File: config.mk
export PLATFORM = sky130hd
export DESIGN_NAME = cc_matrix_scan
export DESIGN_NICKNAME = d
export VERILOG_FILES = /design/src/rtl/cc_matrix_scan.sv
export SDC_FILE = /design/constraint.sdc
export NUM_CORES = 1
export LEC_CHECK = 0
export ABC_AREA = 1
export CAP_MARGIN = 20
export CORE_MARGIN = 5
export CORE_UTILIZATION = 50
export DETAILED_ROUTE_END_ITERATION = 10
export DONT_BUFFER_PORTS = 1
export PLACE_DENSITY = 0.64
export SYNTH_ARGS = -nofsm -noshare
export SYNTH_HDL_FRONTEND = slang
export SYNTH_SLANG_ARGS = --single-unit
File: constraint.sdc
create_clock -name CC_MATRIX_SCAN_CLOCK_50 -period 9.3 [get_ports CC_MATRIX_SCAN_CLOCK_50]
set_clock_uncertainty 0.15 [all_clocks]
set_input_delay 2.325 -clock CC_MATRIX_SCAN_CLOCK_50 [delete_from_list [all_inputs] [get_ports CC_MATRIX_SCAN_CLOCK_50]]
set_output_delay 2.325 -clock CC_MATRIX_SCAN_CLOCK_50 [all_outputs]
set_load 0.02 [all_outputs]
File: src/rtl/cc_matrix_scan.sv
// cc_matrix_scan: 7-row x 8-column LED matrix scanner.
// Each row goes through LATCH (1 cycle, rows off), then SHOW (PRESCALE_MAX
// cycles, one row lit), then optionally BLANK (BLANK_CYCLES cycles, all off).
// All seven row patterns are snapshotted once per frame, at the row-0 LATCH,
// so a frame never mixes old and new data.
// Optional feature macro: CC_MATRIX_SCAN_GHOSTBLANK_EN adds the BLANK state
// between rows to suppress ghosting. Without it, SHOW goes straight to LATCH.
//
//   state | meaning
//   IDLE  | scan held, display dark, waiting for enable
//   LATCH | one cycle with rows off; column data loaded for the current row
//   SHOW  | current row lit for PRESCALE_MAX cycles
//   BLANK | all rows dark for BLANK_CYCLES cycles (ghost-blank build only)
module cc_matrix_scan #(
  parameter int unsigned PRESCALE_MAX = 50000,
  parameter int unsigned BLANK_CYCLES = 16
) (
  input  logic       CC_MATRIX_SCAN_CLOCK_50,
  input  logic       CC_MATRIX_SCAN_RESET_InHigh,
  input  logic       CC_MATRIX_SCAN_enable_InHigh,
  input  logic [7:0] CC_MATRIX_SCAN_data1_InBUS,
  input  logic [7:0] CC_MATRIX_SCAN_data2_InBUS,
  input  logic [7:0] CC_MATRIX_SCAN_data3_InBUS,
  input  logic [7:0] CC_MATRIX_SCAN_data4_InBUS,
  input  logic [7:0] CC_MATRIX_SCAN_data5_InBUS,
  input  logic [7:0] CC_MATRIX_SCAN_data6_InBUS,
  input  logic [7:0] CC_MATRIX_SCAN_data7_InBUS,
  output logic [6:0] CC_MATRIX_SCAN_row_OutLow,
  output logic [7:0] CC_MATRIX_SCAN_col_OutBUS,
  output logic       CC_MATRIX_SCAN_frameDone_OutHigh
);

  typedef enum logic [1:0] {
    IDLE,
    LATCH,
`ifdef CC_MATRIX_SCAN_GHOSTBLANK_EN
    SHOW,
    BLANK
`else
    SHOW
`endif
  } state_t;

  localparam logic [19:0] SHOW_LOAD  = 20'(PRESCALE_MAX - 1);
  localparam logic [6:0]  ROWS_OFF   = 7'h7F;

  // Out-of-range parameters leave a visibly named scope in the elaborated design.
  if (BLANK_CYCLES < 1 || BLANK_CYCLES > 255) begin : g_blank_cycles_out_of_range
  end
  if (PRESCALE_MAX < 1 || PRESCALE_MAX > 20'hFFFFF) begin : g_prescale_out_of_range
  end

  state_t      state, state_nxt;
  logic [2:0]  row_idx, row_idx_nxt;
  logic [19:0] cnt, cnt_nxt;
  logic [7:0]  snap [7];
  logic        snap_we;
  logic [7:0]  data_bus [7];
  logic [6:0]  row_nxt;
  logic [7:0]  col_nxt;
  logic        done_nxt;
  logic [6:0]  row_lit;
  logic [2:0]  row_inc;

  assign data_bus[0] = CC_MATRIX_SCAN_data1_InBUS;
  assign data_bus[1] = CC_MATRIX_SCAN_data2_InBUS;
  assign data_bus[2] = CC_MATRIX_SCAN_data3_InBUS;
  assign data_bus[3] = CC_MATRIX_SCAN_data4_InBUS;
  assign data_bus[4] = CC_MATRIX_SCAN_data5_InBUS;
  assign data_bus[5] = CC_MATRIX_SCAN_data6_InBUS;
  assign data_bus[6] = CC_MATRIX_SCAN_data7_InBUS;

  assign row_lit = ~(7'd1 << row_idx);
  assign row_inc = (row_idx == 3'd6) ? 3'd0 : 3'(row_idx + 3'd1);

  // State, index, dwell counter and registered outputs.
  always_ff @(posedge CC_MATRIX_SCAN_CLOCK_50 or posedge CC_MATRIX_SCAN_RESET_InHigh) begin
    if (CC_MATRIX_SCAN_RESET_InHigh) begin
      state                            <= IDLE;
      row_idx                          <= 3'd0;
      cnt                              <= 20'd0;
      CC_MATRIX_SCAN_row_OutLow        <= ROWS_OFF;
      CC_MATRIX_SCAN_col_OutBUS        <= 8'h00;
      CC_MATRIX_SCAN_frameDone_OutHigh <= 1'b0;
    end else begin
      state                            <= state_nxt;
      row_idx                          <= row_idx_nxt;
      cnt                              <= cnt_nxt;
      CC_MATRIX_SCAN_row_OutLow        <= row_nxt;
      CC_MATRIX_SCAN_col_OutBUS        <= col_nxt;
      CC_MATRIX_SCAN_frameDone_OutHigh <= done_nxt;
    end
  end

  // Frame snapshot, refreshed only at the row-0 LATCH.
  always_ff @(posedge CC_MATRIX_SCAN_CLOCK_50 or posedge CC_MATRIX_SCAN_RESET_InHigh) begin
    if (CC_MATRIX_SCAN_RESET_InHigh) begin
      for (int i = 0; i < 7; i++) snap[i] <= 8'h00;
    end else if (snap_we) begin
      for (int i = 0; i < 7; i++) snap[i] <= data_bus[i];
    end
  end

  // Next-state and next-output decode; enable low overrides everything.
  always_comb begin
    state_nxt   = state;
    row_idx_nxt = row_idx;
    cnt_nxt     = cnt;
    row_nxt     = ROWS_OFF;
    col_nxt     = CC_MATRIX_SCAN_col_OutBUS;
    done_nxt    = 1'b0;
    snap_we     = 1'b0;

    if (!CC_MATRIX_SCAN_enable_InHigh) begin
      state_nxt   = IDLE;
      row_idx_nxt = 3'd0;
      cnt_nxt     = 20'd0;
      col_nxt     = 8'h00;
    end else begin
      unique case (state)
        IDLE: begin
          state_nxt   = LATCH;
          row_idx_nxt = 3'd0;
          col_nxt     = 8'h00;
        end
        LATCH: begin
          state_nxt = SHOW;
          cnt_nxt   = SHOW_LOAD;
          row_nxt   = row_lit;
          if (row_idx == 3'd0) begin
            snap_we = 1'b1;
            col_nxt = data_bus[0];
          end else begin
            col_nxt = snap[row_idx];
          end
        end
        SHOW: begin
          if (cnt == 20'd0) begin
            row_idx_nxt = row_inc;
`ifdef CC_MATRIX_SCAN_GHOSTBLANK_EN
            state_nxt = BLANK;
            cnt_nxt   = 20'(BLANK_CYCLES - 1);
            col_nxt   = 8'h00;
`else
            state_nxt = LATCH;
            done_nxt  = (row_idx == 3'd6);
`endif
          end else begin
            cnt_nxt = cnt - 20'd1;
            row_nxt = row_lit;
          end
        end
`ifdef CC_MATRIX_SCAN_GHOSTBLANK_EN
        BLANK: begin
          col_nxt = 8'h00;
          if (cnt == 20'd0) begin
            state_nxt = LATCH;
            done_nxt  = (row_idx == 3'd0);
          end else begin
            cnt_nxt = cnt - 20'd1;
          end
        end
`endif
        default: begin
          state_nxt   = IDLE;
          row_idx_nxt = 3'd0;
          cnt_nxt     = 20'd0;
          col_nxt     = 8'h00;
        end
      endcase
    end
  end

endmodule

==> flow_summary.rst <==
.. list-table::
   :header-rows: 1

   * - Metric
     - Value
   * - Outcome
     - complete, no violations
   * - Number of nets with antenna violations after detailed routing
     - 0
   * - Final RePlAce weighted congestion
     - 0.8621
   * - Startpoint type of the worst setup path
     - primary input
   * - Drt first-iter violations
     - 240
   * - Leak
     - 2.516 nW
   * - Warnings from Yosys
     - 0
   * - Simple logic cell fraction of the synthesized area
     - 0.3535
   * - RSZ-0062 raised after global routing
     - no
   * - Syn nets
     - 688
   * - Clk sink count
     - 89
   * - Ratio of total power to cell area
     - 300.8 nW/um^2
   * - EDFF count, synth
     - 0
   * - Longest Clk Path Bufs
     - 2
   * - Effective utilization at floorplan
     - 0.5080
   * - I/O Pins
     - 75
   * - Commonest cells after routing, fill and taps aside
     - 254 x sky130_fd_sc_hd__nand2_1, 82 x sky130_fd_sc_hd__dfrtp_1, 52 x sky130_fd_sc_hd__nor2_1
   * - Register-to-Register Setup Slack
     - 6.57 ns
   * - Length in cells of the worst reg-to-reg path
     - 10
   * - Hold crit path type
     - flop to flop
   * - Proportion of synthesized area in mux cells
     - 0
   * - Total Die Area
     - 11380 um^2
   * - Post-route setup TNS
     - 0 ns
   * - Share of Yosys cell area claimed by the top area cell type
     - 0.4392
   * - Number of cells traversed by the worst hold path
     - 2
   * - Required time of the critical path
     - 9.43 ns
   * - Most common cell after layout, fill and taps aside
     - sky130_fd_sc_hd__nand2_1
   * - Dpl cells
     - 714
   * - Non-filler instance count after layout
     - 731
   * - Smallest setup slack after layout
     - 5.780 ns
   * - # diodes
     - 0
   * - Remaining routing DRC violations
     - 0
   * - PostCTS Resize Cnt
     - 0
   * - Post-placement setup slack
     - 4.785 ns
   * - Cells after synthesis
     - 622
   * - Critical path start-end classification
     - primary input to flop
   * - HP Start
     - snap[37]$_DFFE_PP0P_
   * - Predominant post-synthesis flop cell
     - sky130_fd_sc_hd__dfrtp_1
   * - Flip-flop and latch area
     - 2236 um^2
   * - Number of filler cells placed in the layout
     - 888
   * - Cell area after placement
     - 4708 um^2
   * - Core area
     - 9196 um^2
   * - HPWL after DPL
     - 8190 um
   * - Drt wl/cell
     - 15.40 um
   * - Grt ovf
     - 0
   * - Synth Area in Compound Gates
     - 0.07900
   * - Max stage delay on crit path
     - 0.40 ns
   * - FP Rows
     - 35
   * - Number of H-tree levels
     - 3
   * - Post-synthesis sequential area ratio
     - 0.4786
   * - Overall fraction of global-route tracks in use
     - 0.2099
   * - Final Util
     - 0.5393
   * - Critical-path top delay cell
     - sky130_fd_sc_hd__nor2_2
   * - Slew of the pin with the lowest slew margin
     - 0.9268 ns
   * - Floorplan die height
     - 106.7 um
   * - Area of the multi-input gates
     - 2108 um^2
   * - First-pass GRT wire length
     - 19040 um
   * - Net total in the final layout
     - 681
   * - Largest net degree at the start of global routing
     - 72
   * - Synthesized area per cell
     - 7.511 um^2
   * - IR drop worst, VDD
     - 0.1146 mV
   * - Clock tree from TritonCTS
     - yes
   * - CTS clk-pin slew, worst paths
     - 0.10 ns
   * - Critical Path Sink Type
     - flop
   * - Largest driver fanout on the critical path
     - 15
   * - Drt via density
     - 5.375
   * - Netlist Area Pre-Place
     - 4672 um^2
   * - Share of the synthesized netlist area taken by xor and xnor gates
     - 0
   * - Summed area of non-filler cells in the final layout
     - 4960 um^2
   * - Synth unique cells
     - 35
   * - CTS Hold Buffers Added
     - 0
   * - Maxcap violations
     - 0
   * - Layout Area Growth over Synthesis
     - 6.160%
   * - Top cells by area, synth
     - sky130_fd_sc_hd__dfrtp_1 44%, sky130_fd_sc_hd__nand2_1 20%, sky130_fd_sc_hd__nand3_1 5.1%, sky130_fd_sc_hd__inv_1 4.2%, sky130_fd_sc_hd__nor2_1 4.2%
   * - Final WL
     - 11260 um
   * - Max frequency
     - 284.1 MHz
   * - Data arrival, critical path
     - 3.65 ns
   * - Share of synthesized registers carrying an async set or reset
     - 1.000
   * - Reg-to-reg critical path startpoint
     - state[0]$_DFFE_PP0P_
   * - Inserted Clock Buffers
     - 9
   * - Largest family of logic cells by synthesized area
     - simple AND/OR/NAND/NOR gates
   * - Clk_lat worst skew
     - 0.36 ns
   * - Layout cell share with drive strength beyond 1
     - 0.09032
   * - Routed vias
     - 3929
   * - Cell chosen for the clock root
     - sky130_fd_sc_hd__clkbuf_8
   * - Pins over their slew limit
     - 0
   * - Total Power
     - 1.492 mW
   * - Terminating pin of the worst hold path
     - snap[37]$_DFFE_PP0P_
   * - Final worst-path cycle share
     - 0.3785
   * - Series of cell instances along the critical path
     - nand2_2 > inv_2 > nand4_4 > nand2_4 > nor2_2 > nand2_1 > nand3_1
   * - Final critical-path required period
     - 3.520 ns
   * - CP delay by family, top
     - simple AND/OR/NAND/NOR gates
   * - Number of buffers added on ports
     - 0
   * - Hold Vio Cnt, Final
     - 0
   * - Cell type with the highest aggregate area in the netlist
     - sky130_fd_sc_hd__dfrtp_1
   * - Vias in the first global route
     - 3797
   * - Initial antenna violation count
     - 0
   * - Worst-case hold slack
     - 0.3306 ns
   * - Max-slew headroom at the worst pin
     - 0.3821
   * - Number of iterations in the first detailed-routing pass
     - 5
   * - Count of buffering cells on the critical path with inverters included
     - 1
   * - Arithmetic-cell share of the synthesized area counting full adders, half adders and majority gates
     - 0.01875
   * - Worst reg2reg endpoint
     - cnt[17]$_DFFE_PP0P_
   * - Die width
     - 106.7 um
   * - Setup violation total in the final timing report
     - 0
   * - Total of flip-flops plus latches after synthesis
     - 89
   * - Number of post-CTS setup repair buffers
     - 0
## state kept, by name, summed over array words and instances, names as in the netlist
name and flops:
cnt 20, CC_MATRIX_SCAN_col_OutBUS 8, CC_MATRIX_SCAN_frameDone_OutHigh 1, row_idx 3, snap 48, CC_MATRIX_SCAN_row_OutLow 7, state 2
## report_power, final
group / switching, mW / internal [mW] / leakage, nW
Sequential: 0.100 / 0.524 / 1.14
Clock: 0.147 / 0.162 / 0.114
Combinational: 0.381 / 0.178 / 1.26
## cell usage after synthesis (all sizes together), types with 2 or more instances
cell     count
buf         15
dfrtp       82
ha           7
a31oi        2
inv         57
o21ai       38
nand3       50
nand4       13
nor3         3
dfstp        7
nor2        62
clkbuf       5
o2111ai      2
a21oi       14
nand2      257
o221ai       2
## routing by layer
layer,share of wire,track usage,up-vias
li1,-,-,1951
met1,0.50,0.3106,1871
met2,0.43,0.3103,96
met3,0.061,0.05358,11
met4,0.0096,0.04749,0
met5,0,0,-
## logic make-up after synthesis
kind of cell,Yosys count
AOI/OAI and AO/OA,62
adders and majority gates,7
DFF,89
buffers and inverters,77
and+or+nand+nor,387
## worst register-to-register path, cell delays in order (launching register included)
cell and delay, ns:
sky130_fd_sc_hd__dfrtp_1 0.42, sky130_fd_sc_hd__inv_1 0.10, sky130_fd_sc_hd__ha_1 0.61, sky130_fd_sc_hd__nand2_2 0.26, sky130_fd_sc_hd__inv_2 0.25, sky130_fd_sc_hd__nand4_4 0.20, sky130_fd_sc_hd__nand2_4 0.22, sky130_fd_sc_hd__inv_4 0.15
sky130_fd_sc_hd__nand2_1 0.15, sky130_fd_sc_hd__nand2_1 0.07, sky130_fd_sc_hd__nor2_1 0.09
## worst max path at each step
stage	startpoint	end	slack, ns	cells after the start
2_1_floorplan	CC_MATRIX_SCAN_RESET_InHigh	CC_MATRIX_SCAN_col_OutBUS[0]$_DFFE_PP0P_	4.53	1
3_3_place_gp	CC_MATRIX_SCAN_enable_InHigh	snap[6]$_DFFE_PP0P_	4.94	5
3_5_place_dp	CC_MATRIX_SCAN_enable_InHigh	snap[39]$_DFFE_PP0P_	4.79	5
4_1_cts	CC_MATRIX_SCAN_enable_InHigh	snap[34]$_DFFE_PP0P_	5.18	5
5_1_grt	CC_MATRIX_SCAN_enable_InHigh	cnt[9]$_DFFE_PP0P_	5.74	7
6_report	CC_MATRIX_SCAN_enable_InHigh	cnt[9]$_DFFE_PP0P_	5.78	7
## cell type report
class | count | share of cell area
well taps | 111 | 0.02800
clock buffers | 10 | 0.02775
multi-input cells | 456 | 0.4251
inverters | 57 | 0.04390
flip-flops and latches | 89 | 0.4508
clock inverters | 6 | 0.01892
repair buffers | 2 | 0.005550
(Power assumes the default switching activity.)
